==> src/rtl/write_slave_pkg.sv <==
// Shared AXI write/read-side definitions: burst and response codes, FSM encodings.
package write_slave_pkg;

    localparam logic [1:0] BurstFixed = 2'b00;
    localparam logic [1:0] BurstIncr  = 2'b01;
    localparam logic [1:0] BurstWrap  = 2'b10;
    localparam logic [1:0] BurstRsvd  = 2'b11;

    localparam logic [1:0] RespOkay   = 2'b00;
    localparam logic [1:0] RespSlverr = 2'b10;

    typedef enum logic [1:0] {
        StIdle = 2'b00,
        StData = 2'b01,
        StResp = 2'b10
    } state_e;

    // WRAP bursts are only legal for 2, 4, 8 or 16 beats.
    function automatic logic wrap_len_ok(input logic [3:0] len);
        return (len == 4'd1) || (len == 4'd3) || (len == 4'd7) || (len == 4'd15);
    endfunction

endpackage

==> src/rtl/axi_addr_gen.sv <==
// Combinational next-beat address for FIXED/INCR/WRAP bursts; shared by both slave sides.
module axi_addr_gen
    import write_slave_pkg::*;
#(
    parameter int unsigned buswidth = 32
) (
    input  logic [buswidth-1:0] i_addr,
    input  logic [1:0]          i_size,
    input  logic [3:0]          i_len,
    input  logic [1:0]          i_burst,
    output logic [buswidth-1:0] o_next
);

    logic [buswidth-1:0] w_one;
    logic [buswidth-1:0] w_incr;
    logic [buswidth-1:0] w_sum;
    logic [buswidth-1:0] w_mask;

    always_comb begin
        w_one  = {{(buswidth-1){1'b0}}, 1'b1};
        w_incr = w_one << i_size;
        w_sum  = i_addr + w_incr;
        // Wrap block is (len+1)<<size bytes, naturally aligned.
        w_mask = ((({{(buswidth-4){1'b0}}, i_len}) + w_one) << i_size) - w_one;
        case (i_burst)
            BurstIncr: o_next = w_sum;
            BurstWrap: o_next = (i_addr & ~w_mask) | (w_sum & w_mask);
            default:   o_next = i_addr;
        endcase
    end

endmodule

==> src/rtl/write_slave.sv <==
// AXI3 write slave: one burst in flight, zero-latency beat writes to a simple memory port.
module write_slave
    import write_slave_pkg::*;
#(
    parameter int unsigned buswidth = 32
) (
    input  logic                  ACLK,
    input  logic                  ARESETn,
    input  logic [1:0]            AWID,
    input  logic [buswidth-1:0]   AWADDR,
    input  logic [3:0]            AWLEN,
    input  logic [1:0]            AWSIZE,
    input  logic [1:0]            AWBURST,
    input  logic [1:0]            AWLOCK,
    input  logic [3:0]            AWCACHE,
    input  logic [2:0]            AWPROT,
    input  logic                  AWVALID,
    output logic                  AWREADY,
    input  logic [1:0]            WID,
    input  logic [buswidth-1:0]   WDATA,
    input  logic [buswidth/8-1:0] WSTRB,
    input  logic                  WLAST,
    input  logic                  WVALID,
    output logic                  WREADY,
    output logic [1:0]            BID,
    output logic [1:0]            BRESP,
    output logic                  BVALID,
    input  logic                  BREADY,
    output logic [buswidth-1:0]   address_out,
    output logic                  memwrite,
    output logic [buswidth-1:0]   data_out,
    output logic [buswidth/8-1:0] strb_out
);

    state_e              r_state;
    state_e              w_state_d;
    logic                r_live;
    logic [1:0]          r_id;
    logic [buswidth-1:0] r_addr;
    logic [3:0]          r_len;
    logic [1:0]          r_size;
    logic [1:0]          r_burst;
    logic [3:0]          r_cnt;
    logic                r_berr;
    logic                r_perr;

    logic                w_aw_fire;
    logic                w_w_fire;
    logic                w_last_beat;
    logic [buswidth-1:0] w_next_addr;
    logic                w_unused;

    assign w_unused = ^{AWLOCK, AWCACHE, AWPROT};

    axi_addr_gen #(
        .buswidth (buswidth)
    ) u_addr_gen (
        .i_addr  (r_addr),
        .i_size  (r_size),
        .i_len   (r_len),
        .i_burst (r_burst),
        .o_next  (w_next_addr)
    );

    always_ff @(posedge ACLK or negedge ARESETn) begin
        if (!ARESETn) begin
            r_state <= StIdle;
        end else begin
            r_state <= w_state_d;
        end
    end

    always_comb begin
        w_state_d = r_state;
        AWREADY   = 1'b0;
        WREADY    = 1'b0;
        BVALID    = 1'b0;
        case (r_state)
            StIdle: begin
                // r_live keeps AWREADY low until the first edge out of reset.
                AWREADY = r_live;
                if (AWVALID && r_live) w_state_d = StData;
            end
            StData: begin
                WREADY = 1'b1;
                if (WVALID && w_last_beat) w_state_d = StResp;
            end
            StResp: begin
                BVALID = 1'b1;
                if (BREADY) w_state_d = StIdle;
            end
            default: w_state_d = StIdle;
        endcase
    end

    assign w_aw_fire   = AWVALID & AWREADY;
    assign w_w_fire    = WVALID & WREADY;
    assign w_last_beat = (r_cnt == r_len);

    always_ff @(posedge ACLK or negedge ARESETn) begin
        if (!ARESETn) begin
            r_live  <= 1'b0;
            r_id    <= '0;
            r_addr  <= '0;
            r_len   <= '0;
            r_size  <= '0;
            r_burst <= '0;
            r_cnt   <= '0;
            r_berr  <= 1'b0;
            r_perr  <= 1'b0;
        end else begin
            r_live <= 1'b1;
            if (w_aw_fire) begin
                r_id    <= AWID;
                r_addr  <= AWADDR;
                r_len   <= AWLEN;
                r_size  <= AWSIZE;
                r_burst <= AWBURST;
                r_cnt   <= '0;
                r_berr  <= (AWBURST == BurstRsvd) ||
                           ((AWBURST == BurstWrap) && !wrap_len_ok(AWLEN));
                r_perr  <= 1'b0;
            end
            if (w_w_fire) begin
                r_cnt  <= r_cnt + 4'd1;
                r_addr <= w_next_addr;
                if ((WID != r_id) || (WLAST != w_last_beat)) r_perr <= 1'b1;
            end
        end
    end

    assign memwrite    = w_w_fire & ~r_berr;
    assign address_out = r_addr;
    assign data_out    = WDATA;
    assign strb_out    = WSTRB;
    assign BID         = r_id;
    assign BRESP       = (BVALID && (r_berr || r_perr)) ? RespSlverr : RespOkay;

endmodule

==> config.mk <==
export PLATFORM = sky130hd
export DESIGN_NAME = write_slave
export DESIGN_NICKNAME = d
export VERILOG_FILES = /design/src/rtl/write_slave_pkg.sv /design/src/rtl/axi_addr_gen.sv /design/src/rtl/write_slave.sv
export SDC_FILE = /design/constraint.sdc
export NUM_CORES = 1
export LEC_CHECK = 0
export ABC_AREA = 1
export BUFFER_PORTS_ARGS = -buffer_cell sky130_fd_sc_hd__buf_2
export CORE_UTILIZATION = 30
export DETAILED_ROUTE_END_ITERATION = 10
export PLACE_DENSITY = 0.55
export SYNTH_ARGS = -nofsm -noshare
export SYNTH_HDL_FRONTEND = slang
export SYNTH_SLANG_ARGS = --single-unit
export TNS_END_PERCENT = 100
==> constraint.sdc <==
create_clock -name ACLK -period 4.8 [get_ports ACLK]
set_input_delay 0.96 -clock ACLK [delete_from_list [all_inputs] [get_ports ACLK]]
set_output_delay 0.96 -clock ACLK [all_outputs]
set_load 0.02 [all_outputs]
**After elaboration in Yosys (flattened, before gate mapping)**

Index checks and enable logic that the tools add are counted.

- Add/sub/neg operators: 4
- Equality and inequality tests: 17
- Shift operators: 2
- Multiplexer cells: 16
- Bitwise operators: 8
- Reduce and logical (&&, ||, !) cells: 15

Operators by type and width:

| cell | number |
|---|---|
| $and A32 B32 Y32 | 2 |
| $mux W32 | 2 |
| $pmux W32 S2 | 1 |
| $add A32 B32 Y32 | 1 |
| $not A32 Y32 | 1 |
| $or A32 B32 Y32 | 1 |
| $shl A1 B2 Y32 const A | 1 |
| $shl A32 B2 Y32 | 1 |
| $sub A32 B1 Y32 const B | 1 |
| $eq A2 B2 Y1 const B | 4 |
| $mux W2 | 4 |
| $mux W4 | 2 |
| $logic_or A1 B1 Y1 | 6 |
| $mux W1 | 6 |
| $ne A2 B2 Y1 const B | 3 |
| $pmux W2 S3 | 1 |
| $add A4 B1 Y5 const B | 1 |
| $add A4 B1 Y4 const B | 1 |
| $eq A2 B1 Y1 const B | 2 |
| $eq A4 B1 Y1 const B | 1 |
| $eq A4 B2 Y1 const B | 1 |
| $eq A4 B3 Y1 const B | 1 |
| $eq A4 B4 Y1 | 1 |
| $eq A4 B4 Y1 const B | 1 |
| 11 further kinds | 16 |

- Bits in registers: 51
- Input port bits: 95
- Output and inout bits: 76
- Logic and storage cells: 72

**Logic depth before layout (Yosys ltp)**

- Depth after elaboration: 8
- Gate-level depth with buffers: 17

**By module**

Synthesis repeated with hierarchy kept, for this count alone.

- Cells, all modules: 879
- Area total of the unflattened synthesis: 5,510.3 um2

By module, submodules not included:

| module | instances | cells each | area each (um2) |
|---|---|---|---|
| write_slave | 1 | 333 | 2,766.4 |
| axi_addr_gen | 1 | 546 | 2,743.9 |

**Worst setup path after synthesis**

Ideal clock, no wire load.

- Kind: input port to output port
- Start point: input WVALID
- End point: output memwrite
- Arrival time: 1.709 ns
- Setup slack: 2.131 ns
- Cell stages on the path: 4
- Path buffers: 2
- Cell sequence: nand2_1 -> buf_2 -> clkbuf_1 -> nor2_1

- Cells in the longest elaborated chain, start to end: 2

Ends and longest elaborated chain:

| element | RTL line | source |
|---|---|---|
| from (decl) | write_slave.sv:23 | `input logic WVALID,` |
| $and A1 B1 Y1 | write_slave.sv:97 | `assign w_w_fire = WVALID & WREADY;` |
| $and A1 B1 Y1 | write_slave.sv:132 | `assign memwrite = w_w_fire & ~r_berr;` |
| to (decl) | write_slave.sv:30 | `output logic memwrite,` |

Every way passes these cells.

==> flow_metrics.env <==
export IMPL_place_gp_congestion=0.8290
export IMPL_yosys_warnings=0
export IMPL_startpoint="r_size[0]$_DFFE_PN0P_"
export IMPL_postCtsHoldBufs=0
export IMPL_ys_ff_latch=51
export IMPL_synth_flop_cell="dfrtp_1"
export IMPL_rows=43
export IMPL_rsz0062_at_grt="no"
export IMPL_cts_resized=0
export IMPL_grt_max_degree=52
export IMPL_whs_ps=499.8
export IMPL_root_buffer="clkbuf_16"
export IMPL_drive_above_1_share_pct=18.68
export IMPL_fin_skew_ps=3.452
export IMPL_clkSinkCount=51
export IMPL_die_area_sq_mm=0.01500
export IMPL_clkTransAtPathRegs_ps=70
export IMPL_vias=4194
export IMPL_powerDensity_mw_per_mm2=645.4
export IMPL_drt_total_wl_mm=12.38
export IMPL_met2_usage_pct=26.79
export IMPL_setup_tns_ps=0
export IMPL_fill_cells=1558
export IMPL_first_iter_violations=290
export IMPL_setup_viol=0
export IMPL_syn_nets=771
export IMPL_cp_start_kind="flop"
export IMPL_grt_pass1_wl_mm=20.51
export IMPL_yosysTopAreaCell="dfrtp_1"
export IMPL_final_cell_mix="244 x nand2_1, 88 x buf_2, 64 x inv_1"
export IMPL_numPortBuffers=88
export IMPL_hold_viol_final=0
export IMPL_drc=0
export IMPL_max_slew_margin_pct=49.52
export IMPL_netlist_instances=667
export IMPL_min_from="r_perr$_DFF_PN0_"
export IMPL_nNetsFinal=815
export IMPL_slew_viol_final=0
export IMPL_synth_area_sq_mm=0.004355
export IMPL_yosysUniqueCellTypes=43
export IMPL_grt_overflow_total=0
export IMPL_n_antenna_cell=0
export IMPL_fin_crit_sh_pct=62.10
export IMPL_grtUsageMet1_pct=25.05
export IMPL_crit_arrival_ps=3220
export IMPL_final_common_cell="nand2_1"
export IMPL_cp_max_fo=10
export IMPL_start_util_pct=31.02
export IMPL_cts_buffer_depth=2
export IMPL_first_pass_iters=4
export IMPL_synth_area_leaders="dfrtp_1 29%, nand2_1 21%, buf_4 6.7%"
export IMPL_status="finished clean"
export IMPL_track_usage_pct=17.52
export IMPL_worst_slew_pin_slew_ps=753.8
export IMPL_r2r_start="r_size[0]$_DFFE_PN0P_"
export IMPL_yosysSeqAreaShare_pct=29.30
export IMPL_cts_tree="built"
export IMPL_antenna_found_initial=0
export IMPL_hold_path_class="reg -> reg"
export IMPL_die_y_um=122.5
export IMPL_wl_per_cell_um=13.88
export IMPL_htreeDepth=2
export IMPL_die_w_um=122.5
export IMPL_coreArea_sq_mm=0.01404
export IMPL_power_leakage_nw=2.476
export IMPL_syn_to_final_growth_pct=11.20
export IMPL_via_per_inst=4.702
export IMPL_period_minus_slack_ps=2981
export IMPL_cp_required_ps=5040
export IMPL_ioPinCount=171
export IMPL_groute_layer_met3_usage_pct=2.881
export IMPL_vdd_drop_max_mv=0.1849
export IMPL_synth_edf_count=0
export IMPL_synth_top_area_share_pct=29.30
export IMPL_max_freq_ghz=0.3355
export IMPL_dp_hpwl_mm=9.481
export IMPL_async_flop_share_pct=100.0
export IMPL_cts_made_buffers=5
export IMPL_cp_end_kind="flop"
export IMPL_critPathKind="reg -> reg"
export IMPL_grt_pass1_vias=4015
export IMPL_cts_setup_buffers=0
export IMPL_avgSynthCellArea_sq_um=6.530
export IMPL_cap_viol_max_count=0
export IMPL_postRouteAntennaNets=0
export IMPL_grt_busiest_layer="met2"
export IMPL_clk_latency_ps=300
## per-stage QoR
step                      instances  power [mW]  util (%)  setup slack, ps  instance area (sq um)
after global placement          884       2.704     33.25             1846                   4669
after global routing            892       3.439     34.49             1532                   4843
after CTS                       892       3.155     34.49             1801                   4843
final                           892       3.126     34.49             1819                   4843
after floorplan                 667       2.253         -             2131                   4355
after detailed placement        884       2.708     33.25             1836                   4669
## where the power goes
part,switching (mW),total (mW),internal (mW)
clock network,0.174,0.434,0.260
logic,1.16,1.75,0.594
registers,0.311,0.938,0.627
total,1.65,3.13,1.48
## synth_stat cells (3+ instances only)
cell type and instances:
nand2_2 3, o21ai_0 34, nor2_2 3, clkbuf_1 6, nand2_1 245, xor2_1 14, nor2_1 40, xnor2_1 5
dfrtp_1 51, nand3_2 7, inv_1 64, buf_2 4, or2_2 7, nand4_1 15, o211ai_1 4, nand3_1 38
o21a_1 3, buf_4 39, nor3_1 15, a21oi_1 28, ha_1 8, o21ai_1 4, buf_6 3
## per-layer routing
metal  vias up  part of all wire, %  wire length [um]
met5         -                    0                 0
met4         0                  1.5               187
met3        12                  6.0               743
met2        80                   44              5480
met1      1925                   48              5968
li1       2177                    -                 -
## worst paths after layout
path                                                    to  slack, ps  cells past startpoint
worst max-delay path                                  flop       1820                     14
worst min-delay path                      r_perr$_DFF_PN0_        500                      2
worst max register to register                        flop       1820                     14
worst min register to register            r_perr$_DFF_PN0_        500                      2
max in group asynchronous       asynchronous set/reset pin       3550                      2
min in group asynchronous               BID[0]$_DFFE_PN0P_        770                      2
## layout make-up
type	instances	area, sq um	share of cell area (%)
clock buffers	6	138.9	2.867
repair buffers	91	462.9	9.558
multi-input cells	495	2449	50.56
inverters	67	256.5	5.296
flip-flops and latches	51	1276	26.35
well taps	180	225.2	4.650
clock inverters	2	35.03	0.7233
## logic make-up (layout without fill, tap and decap cells)
family	Yosys count	count (layout)	share of synthesized area, %
and+or+nand+nor	384	384	39.01
buffers and inverters	121	166	14.54
AOI/OAI and AO/OA	81	81	10.40
DFF	51	51	29.30
xor gates and xnor gates	19	19	3.821
adders and majority gates	9	9	2.758
other	2	2	0.1724
## critical path, stage by stage, from the launching register on
cell and delay (ps):
dfrtp_1 510, nor2_1 140, ha_1 270, inv_1 100
fa_1 420, o21ai_2 250, nand2_1 170, nor2_1 310
nand2_1 140, or2_1 230, a21oi_1 120, nand2_1 70
nand2_1 70, nand2_1 50, nand2_1 70
Note: power is estimated with default switching activity, not from simulation.
